===== src/rtl/dffr_rst_seq_ctrl.sv =====
// Reset-release sequencer: synchronises RN deassertion, then releases domain resets
// one at a time with a programmable gap and per-domain acknowledge / timeout.
module dffr_rst_seq_ctrl #(
    parameter int unsigned NDOM        = 4,
    parameter int unsigned SYNC_STAGES = 2,
    parameter int unsigned GAP_CYC     = 8,
    parameter int unsigned ACK_TIMEOUT = 255,
    parameter int unsigned CNT_W       = 8,
    parameter int unsigned IDX_W       = 2
) (
    input  logic             CK,
    input  logic             RN,
    input  logic             sw_rst_req,
    input  logic [NDOM-1:0]  dom_ack,
    output logic [NDOM-1:0]  dom_rn,
    output logic [IDX_W-1:0] seq_idx,
    output logic             seq_busy,
    output logic             seq_done,
    output logic             seq_err
);

    typedef enum logic [2:0] {
        S_IDLE = 3'd0,
        S_GAP  = 3'd1,
        S_WAIT = 3'd2,
        S_DONE = 3'd3,
        S_ERR  = 3'd4
    } state_t;

    localparam logic [CNT_W-1:0] GAP_LAST = CNT_W'(GAP_CYC - 1);
    localparam logic [CNT_W-1:0] ACK_LAST = CNT_W'(ACK_TIMEOUT - 1);
    localparam logic [IDX_W-1:0] IDX_LAST = IDX_W'(NDOM - 1);

    state_t                 state_q, state_d;
    logic [CNT_W-1:0]       cnt_q, cnt_d;
    logic [IDX_W-1:0]       idx_d;
    logic [NDOM-1:0]        dom_rn_d;
    logic                   busy_d, done_d, err_d;
    logic [SYNC_STAGES-1:0] sync_q;
    logic                   rn_ok;
    logic                   ack_cur;
    logic [NDOM-1:0]        rel_mask;

    // RN deassertion synchroniser; assertion stays asynchronous
    always_ff @(posedge CK or negedge RN) begin
        if (!RN) begin
            sync_q <= '0;
        end else begin
            sync_q <= {sync_q[SYNC_STAGES-2:0], 1'b1};
        end
    end

    assign rn_ok    = sync_q[SYNC_STAGES-1];
    assign ack_cur  = dom_ack[seq_idx];
    assign rel_mask = NDOM'(1) << seq_idx;

    always_ff @(posedge CK or negedge RN) begin
        if (!RN) begin
            state_q  <= S_IDLE;
            cnt_q    <= '0;
            seq_idx  <= '0;
            dom_rn   <= '0;
            seq_busy <= 1'b0;
            seq_done <= 1'b0;
            seq_err  <= 1'b0;
        end else begin
            state_q  <= state_d;
            cnt_q    <= cnt_d;
            seq_idx  <= idx_d;
            dom_rn   <= dom_rn_d;
            seq_busy <= busy_d;
            seq_done <= done_d;
            seq_err  <= err_d;
        end
    end

    // Next-state and next-output logic; every register holds unless a transition fires
    always_comb begin
        state_d  = state_q;
        cnt_d    = cnt_q;
        idx_d    = seq_idx;
        dom_rn_d = dom_rn;
        busy_d   = seq_busy;
        done_d   = seq_done;
        err_d    = seq_err;

        unique case (state_q)
            S_IDLE: begin
                if (rn_ok) begin
                    state_d = S_GAP;
                    cnt_d   = '0;
                    idx_d   = '0;
                    busy_d  = 1'b1;
                end
            end

            S_GAP: begin
                if (cnt_q == GAP_LAST) begin
                    dom_rn_d = dom_rn | rel_mask;
                    cnt_d    = '0;
                    state_d  = S_WAIT;
                end else begin
                    cnt_d = cnt_q + CNT_W'(1);
                end
            end

            // An ack on the timeout edge takes priority over the error
            S_WAIT: begin
                if (ack_cur) begin
                    cnt_d = '0;
                    if (seq_idx == IDX_LAST) begin
                        state_d = S_DONE;
                        busy_d  = 1'b0;
                        done_d  = 1'b1;
                    end else begin
                        idx_d   = seq_idx + IDX_W'(1);
                        state_d = S_GAP;
                    end
                end else if (cnt_q == ACK_LAST) begin
                    state_d = S_ERR;
                    cnt_d   = '0;
                    busy_d  = 1'b0;
                    err_d   = 1'b1;
                end else begin
                    cnt_d = cnt_q + CNT_W'(1);
                end
            end

            S_DONE, S_ERR: begin
                if (sw_rst_req) begin
                    dom_rn_d = '0;
                    done_d   = 1'b0;
                    err_d    = 1'b0;
                    idx_d    = '0;
                    cnt_d    = '0;
                    busy_d   = 1'b1;
                    state_d  = S_GAP;
                end
            end

            default: begin
                state_d = S_IDLE;
            end
        endcase
    end

endmodule


===== config.mk =====
export PLATFORM = sky130hd
export DESIGN_NAME = dffr_rst_seq_ctrl
export DESIGN_NICKNAME = d
export VERILOG_FILES = /design/src/rtl/dffr_rst_seq_ctrl.sv
export SDC_FILE = /design/constraint.sdc
export NUM_CORES = 1
export LEC_CHECK = 0
export BUFFER_PORTS_ARGS = -buffer_cell sky130_fd_sc_hd__buf_4
export CORE_AREA = 2 2 52 54
export CTS_CLUSTER_DIAMETER = 60
export DETAILED_ROUTE_END_ITERATION = 8
export DIE_AREA = 0 0 54 56
export GPL_TIMING_DRIVEN = 0
export PLACE_DENSITY = 0.75
export SYNTH_ARGS = -nofsm -noshare
export SYNTH_HDL_FRONTEND = slang
export SYNTH_SLANG_ARGS = --single-unit

===== constraint.sdc =====
create_clock -name CK -period 2.2 [get_ports CK]
set_input_delay 0.44 -clock CK [delete_from_list [all_inputs] [get_ports CK]]
set_output_delay 0.44 -clock CK [all_outputs]
set_load 0.01 [all_outputs]

==> results of run 1 <==
-- sequential cells by signal, summed over array words and instances, names as in the netlist --
register / count
cnt_q: 8
dom_rn: 4
seq_busy: 1
seq_done: 1
seq_err: 1
seq_idx: 2
state_q: 3
sync_q: 2
-- critical path, stage by stage, from the launching register on --
cell and delay (ns):
dfrtp_1 0.50, mux4_2 0.65, a211oi_4 0.24, buf_4 0.22
nor2_1 0.07, a211oi_2 0.23
-- layer usage --
layer,track usage [%],routed length [um],up-vias
li1,-,-,558
met2,33.6,1390,36
met4,10.0,61,0
met1,28.0,1280,567
met5,0,0,-
met3,2.96,137,7
-- cells in the final DEF, fill, tap and decap left out, types with 2 or more instances in the layout --
cell      instances
o21ai_0          15
o311ai_0          2
clkbuf_4          3
or4_1             3
o211ai_1          6
o31ai_1           3
nor2_1           11
inv_1             6
a21oi_1           9
nor3_1            5
buf_4            16
dfrtp_1          22
buf_2             3
nor3b_1           2
nor2b_1           5
ha_1              6
o21a_1            2
nor3b_2           2
nand2_1           5
nand3_1           5
-- metrics by stage --
| stage | std cells | hold slack [ns] | power (mW) | worst slack [ns] |
|---|---|---|---|---|
| floorplan | 137 | 0.144 | 1.13 | 0.377 |
| global placement | 182 | 0.333 | 1.35 | 0.240 |
| detailed placement | 182 | 0.345 | 1.37 | 0.206 |
| CTS | 187 | 0.376 | 1.69 | 0.179 |
| global route | 187 | 0.379 | 1.81 | 0.0875 |
| finish | 187 | 0.370 | 1.68 | 0.199 |
-- logic make-up after synthesis --
family / count (synthesis) / share of synthesized area, %
AO/OA/AOI/OAI: 49 / 26.0
AND/OR/NAND/NOR: 46 / 20.3
flip-flops: 22 / 41.7
buffers and inverters: 11 / 3.70
adder cells (fa/ha/maj): 6 / 5.69
other: 1 / 0.284
XOR/XNOR: 1 / 0.664
multiplexers: 1 / 1.71
-- area by class of cell --
| class | instances | area, sq um | share of cell area, % |
|---|---|---|---|
| buffer | 5 | 26.3 | 1.71 |
| clock buffer | 3 | 22.5 | 1.47 |
| clock inverter | 1 | 30.0 | 1.96 |
| inverter | 6 | 22.5 | 1.47 |
| multi-input combinational | 104 | 721 | 47.0 |
| sequential | 22 | 551 | 35.9 |
| tap | 30 | 37.5 | 2.45 |
| timing repair buffer | 16 | 123 | 8.00 |
-- power groups by stage --
| stage | sequential (mW) | clock [mW] | combinational, mW |
|---|---|---|---|
| floorplan | 0.626 | 0 | 0.502 |
| global placement | 0.618 | 0 | 0.728 |
| detailed placement | 0.627 | 0 | 0.748 |
| CTS | 0.617 | 0.319 | 0.752 |
| global route | 0.638 | 0.334 | 0.835 |
| finish | 0.617 | 0.312 | 0.753 |
-- what timing repair did --
action / in CTS / in global routing
endpoints found under the hold margin: 22 / 0
hold buffers: 1 / 0
gates resized for setup: 0 / 0
-- path summary, 6_finish.rpt --
path | start | to | slack (ns) | depth (start not counted)
worst max-delay path | seq_idx[0]$_DFFE_PN0P_ | cnt_q[2]$_DFFE_PN0P_ | 0.20 | 5
worst min-delay path | sync_q[0]$_DFF_PN0_ | sync_q[1]$_DFF_PN0_ | 0.37 | 0
worst max register to register | seq_idx[0]$_DFFE_PN0P_ | cnt_q[2]$_DFFE_PN0P_ | 0.20 | 5
worst min register to register | sync_q[0]$_DFF_PN0_ | sync_q[1]$_DFF_PN0_ | 0.37 | 0
max in group asynchronous | RN | cnt_q[0]$_DFFE_PN0P_ | 1.44 | 2
min in group asynchronous | RN | dom_rn[2]$_DFFE_PN0P_ | 0.54 | 2
==> metrics.md, run 1 <==
| Metric | Value |
|---|---|
| Post-DP HPWL | `2070 um` |
| Status | `completed` |
| CP Max Fanout | `10` |
| TritonCTS clock tree | `built` |
| Remaining antenna violation count after routing | `0` |
| Setup Viol. Count Final | `0` |
| Post-layout util | `a little over three fifths` |
| Die ar. | `between 0.003 and 0.004 sq mm` |
| Slew Limit Fails | `0` |
| Clock Power Share | `a little under a fifth` |
| Maximum VDD drop | `about 0.57 mV` |
| Initial Utilization | `~54%` |
| Vias per cell | `roughly 6.2` |
| Seq cells post-synth | `22` |
| Switching Fraction | `40.2%` |
| Post-Syn Nets | `150` |
| Rel. slew slack | `61.7%` |
| Synthesized area | `around 0.0013 sq mm` |
| Largest net degree at the start of global routing | `23` |
| WL final | `between 2000 and 3000 um` |
| P&R area growth vs syn | `16.1%` |
| Final #Nets | `between 150 and 200` |
| Routability cong. | `roughly 0.84` |
| Crit Path Category | `reg -> reg` |
| Max Fclk | `500 MHz` |
| FP Rows | `18` |
| DR vias | `1168` |
| Pint | `1.01 mW` |
| # fillers | `212` |
| Switching power | `about 0.68 mW` |
| Initial DRC Count | `23` |
| Top cell type's share of synthesized area | `41.7%` |
| Dominant cells by area after synthesis | `dfrtp_1 42%, ha_1 5.7%, o21ai_0 5.7%` |
| Final hold violations | `0` |
| Minimum clock period | `2.00 ns` |
| Area leader, netlist | `dfrtp_1` |
| Post-synthesis sequential area ratio | `between 40% and 50%` |
| Aggregate global routing overflow | `0` |
| TritonCTS buffer count | `3` |
| Comb power frac | `44.8%` |
| Fin area | `roughly 0.0015 sq mm` |
| Antenna violations before repair | `0` |
| Leakage power | `~0.66 nW` |
| Post-synth EDFFs | `0` |
| Most numerous cell in the Yosys netlist | `dfrtp_1` |
| Num ports | `16` |
| Sequential Power Share | `36.7%` |
| Total negative setup slack | `0 ns` |
| Clock Pin Slew Worst Setup and Hold Paths | `0.12 ns` |
| Die width | `about 54 um` |
| Yosys cell types | `43` |
| Remaining DRCs | `0` |
| Worst EP required | `~2.4 ns` |
| Wire per inst | `approximately 15 um` |
| Synth warn | `0` |
| Maximum clock path buffer count | `2` |
| Worst Max-Slew Pin Slew | `approximately 0.57 ns` |
| Sink Count | `22` |
| First-pass GRT wire length | `4860 um` |
| Clock Latency Late Sink | `approximately 0.31 ns` |
| Die Height | `roughly 56 um` |
| Antenna cells | `0` |
| Total GRT Usage | `between 20% and 30%` |
| Primary FF master, synth | `dfrtp_1` |
| Worst hold path class | `reg -> reg` |
| Layout cells sized above 1 | `a little over a fifth` |
| Async SR Flop Fraction | `100%` |
| Maxcap violations | `0` |
| RSZ-0062 raised after global routing | `false` |
| Pwr dens | `roughly 1100 mW/mm^2` |
| Clk root buf | `clkbuf_4` |
| Cells after synthesis | `137` |
| Clk_skew | `between 0.0015 and 0.002 ns` |
| Worst setup EP type | `flip-flop` |
| Core Area | `0.00243 sq mm` |
| Final Cycle Share | `between 90% and 100%` |
| Postcts setup bufs | `0` |
| Vias in the first global route | `1120` |
| Drt first pass iters | `4` |
| Dpl cell area | `0.00147 sq mm` |
| H-Tree Depth | `1` |
| I/O Buffers | `15` |
| Avg Inst Size Synth | `around 9.6 sq um` |
| Setup crit start kind | `flip-flop` |
| Arr. time, crit path | `around 2.2 ns` |
| Commonest cells post-synth | `22 x dfrtp_1, 15 x o21ai_0, 11 x nor2_1` |
(Power assumes the default switching activity.)
==> inputs of run 2 (changes only) <==
--- a/config.mk
+++ b/config.mk
@@ -7,6 +7,7 @@
 export LEC_CHECK = 0
 export BUFFER_PORTS_ARGS = -buffer_cell sky130_fd_sc_hd__buf_4
 export CORE_AREA = 2 2 52 54
+export CTS_BUF_LIST = sky130_fd_sc_hd__clkbuf_8
 export CTS_CLUSTER_DIAMETER = 60
 export DETAILED_ROUTE_END_ITERATION = 8
 export DIE_AREA = 0 0 54 56
==> metrics.md, run 2 (same netlist as run 1, synthesis figures left out) <==
| Metric | Value |
|---|---|
| Status | `completed` |
| Clock Latency Late Sink | `0.27 ns (-0.04 ns)` |
| CTS resizes | `0 (unchanged)` |
| Rel. slew slack | `60.7% (-1.0 points)` |
| TritonCTS buffer count | `3 (unchanged)` |
| Crit Path Category | `reg -> reg` |
| Antenna cells | `0 (unchanged)` |
| Worst Max-Slew Pin Slew | `0.586 ns (+0.0149 ns)` |
| Vias per cell | `6.28 (+0.54%)` |
| Final Cycle Share | `91.1% (+0.19 points)` |
| Worst path max stage delay | `0.66 ns (about the same)` |
| FP Rows | `18 (unchanged)` |
| Num ports | `16 (unchanged)` |
| Vias in the first global route | `1134 (+1.3%)` |
| Routability cong. | `0.837 (unchanged)` |
| Cells along the critical path | `mux4_2 -> a211oi_4 -> buf_4 -> nor2_1 -> a211oi_2` |
| Reg2reg setup slack | `0.19 ns (about the same)` |
| Maximum VDD drop | `0.711 mV (+25%)` |
| H-Tree Depth | `1 (unchanged)` |
| Die ar. | `0.00302 sq mm (unchanged)` |
| RR Endpoint | `cnt_q[2]$_DFFE_PN0P_` |
| Setup crit start kind | `flip-flop` |
| Aggregate global routing overflow | `0 (unchanged)` |
| Initial Utilization | `54.3% (unchanged)` |
| Wire per inst | `15.7 um (+2.3%)` |
| Commonest cells after routing, fill and taps aside | `22 x dfrtp_1, 16 x buf_4, 15 x o21ai_0` |
| Post-DP HPWL | `2070 um (unchanged)` |
| Clk root buf | `clkbuf_8` |
| CP Max Fanout | `10 (unchanged)` |
| Setup Viol. Count Final | `0 (unchanged)` |
| P&R area growth vs syn | `16.8%` |
| Final cell count without fillers | `186 (-0.53%)` |
| Number of flip-flops in the largest register | `8 (unchanged)` |
| Final worst setup slack | `0.195 ns (-0.00412 ns)` |
| RSZ-0062 raised after global routing | `false` |
| Slowest-stage cell, CP | `mux4_2` |
| Die Height | `56 um (unchanged)` |
| First-pass GRT wire length | `4930 um (+1.4%)` |
| Core Area | `0.00243 sq mm (unchanged)` |
| Worst EP required | `2.39 ns (-0.05 ns)` |
| Slew Limit Fails | `0 (unchanged)` |
| Largest net degree at the start of global routing | `23 (unchanged)` |
| Reg2reg start | `seq_idx[0]$_DFFE_PN0P_` |
| DR vias | `1168 (unchanged)` |
| Placed insts | `182 (unchanged)` |
| Clk_skew | `0.00425 ns (+0.00267 ns)` |
| Arr. time, crit path | `2.19 ns (-0.05 ns)` |
| I/O Buffers | `15 (unchanged)` |
| Worst setup EP type | `flip-flop` |
| Antenna violations before repair | `0 (unchanged)` |
| Top flop regs | `cnt_q: 8 flops, dom_rn: 4 flops, state_q: 3 flops` |
| Postcts setup bufs | `0 (unchanged)` |
| Total GRT Usage | `21.4% (+0.11 points)` |
| Initial DRC Count | `30 (+30%)` |
| CP Launch Point | `seq_idx[0]$_DFFE_PN0P_` |
| Hold Buf Count CTS | `0 (-1)` |
| Clock Pin Slew Worst Setup and Hold Paths | `0.08 ns (-0.04 ns)` |
| Pre-CTS setup slack | `0.206 ns (unchanged)` |
| Maxcap violations | `0 (unchanged)` |
| Number of stages on the worst setup path | `5 (unchanged)` |
| Drt first pass iters | `4 (unchanged)` |
| Worst hold path class | `in -> async` |
| Family with the most delay on the worst path | `multiplexers` |
| Post-layout util | `63.4% (+0.36 points)` |
| Pwr dens | `1140 mW/mm^2 (+3.8%)` |
| Leakage power | `0.660 nW (+0.55%)` |
| FF-to-FF path depth | `5 (unchanged)` |
| Remaining antenna violation count after routing | `0 (unchanged)` |
| Minimum clock period | `2.01 ns (+0.00412 ns)` |
| Layout cells sized above 1 | `21.2% (+0.13 points)` |
| Maximum clock path buffer count | `2 (unchanged)` |
| Most flops, register | `cnt_q` |
| TritonCTS clock tree | `built` |
| Remaining DRCs | `0 (unchanged)` |
| Buf+Inv Stages, Crit Path | `1 (unchanged)` |
| WL final | `2920 um (+1.8%)` |
| Max Fclk | `499 MHz (-0.21%)` |
| Die width | `54 um (unchanged)` |
| Total negative setup slack | `0 ns (unchanged)` |
| Most common cell after layout, fill and taps aside | `dfrtp_1` |
| Final hold violations | `0 (unchanged)` |
| Min Hold Slack | `0.0464 ns (-0.323 ns)` |
| Final #Nets | `170 (-0.58%)` |
| Sink Count | `22 (unchanged)` |
-- run 2: changes by cell type in the layout (fill, tap and decap cells not counted), sizes merged --
| cell | change |
|---|---|
| dlygate4sd3 | -1 |
-- run 2: layout make-up --
type,instances,area (sq um)
clock inverters,1,30.0
fillers,209,891
multi-input cells,104,721
well taps,30,37.5
plain buffers,5,26.3
flip-flops and latches,22,551
inverters,6,22.5
clock buffers,3,41.3
repair buffers,15,113
-- run 2: how the worst max path moves through the flow --
stage | endpoint | slack, ns
after floorplan | cnt_q[2]$_DFFE_PN0P_ | 0.38
after detailed placement | cnt_q[2]$_DFFE_PN0P_ | 0.21
after global routing | cnt_q[2]$_DFFE_PN0P_ | 0.1
after global placement | cnt_q[2]$_DFFE_PN0P_ | 0.24
after CTS | cnt_q[2]$_DFFE_PN0P_ | 0.19
final | cnt_q[2]$_DFFE_PN0P_ | 0.19
-- run 2: power by group --
part | leakage, nW | switching [mW] | internal [mW]
Sequential | 0.289 | 0.116 | 0.505
Clock | 0.0357 | 0.139 | 0.243
Combinational | 0.335 | 0.436 | 0.316
-- run 2: worst reg2reg max path, stage by stage, from the launching register on --
cell and delay (ns):
dfrtp_1 0.50, mux4_2 0.66, a211oi_4 0.25, buf_4 0.22, nor2_1 0.07, a211oi_2 0.23
-- run 2: layer usage --
layer,up-vias,track usage (%),part of all wire [%]
met2,41,34.0,48
met3,5,2.96,5.5
met4,0,7.86,1.3
met5,-,0,0
li1,553,-,-
met1,569,29.0,45
-- run 2: stage by stage --
stage / cell area, sq um / power [mW]
3_3_place_gp: 1470 / 1.35
4_1_cts: 1540 / 1.75
2_1_floorplan: 1320 / 1.13
5_1_grt: 1540 / 1.88
6_report: 1540 / 1.76
3_5_place_dp: 1470 / 1.37
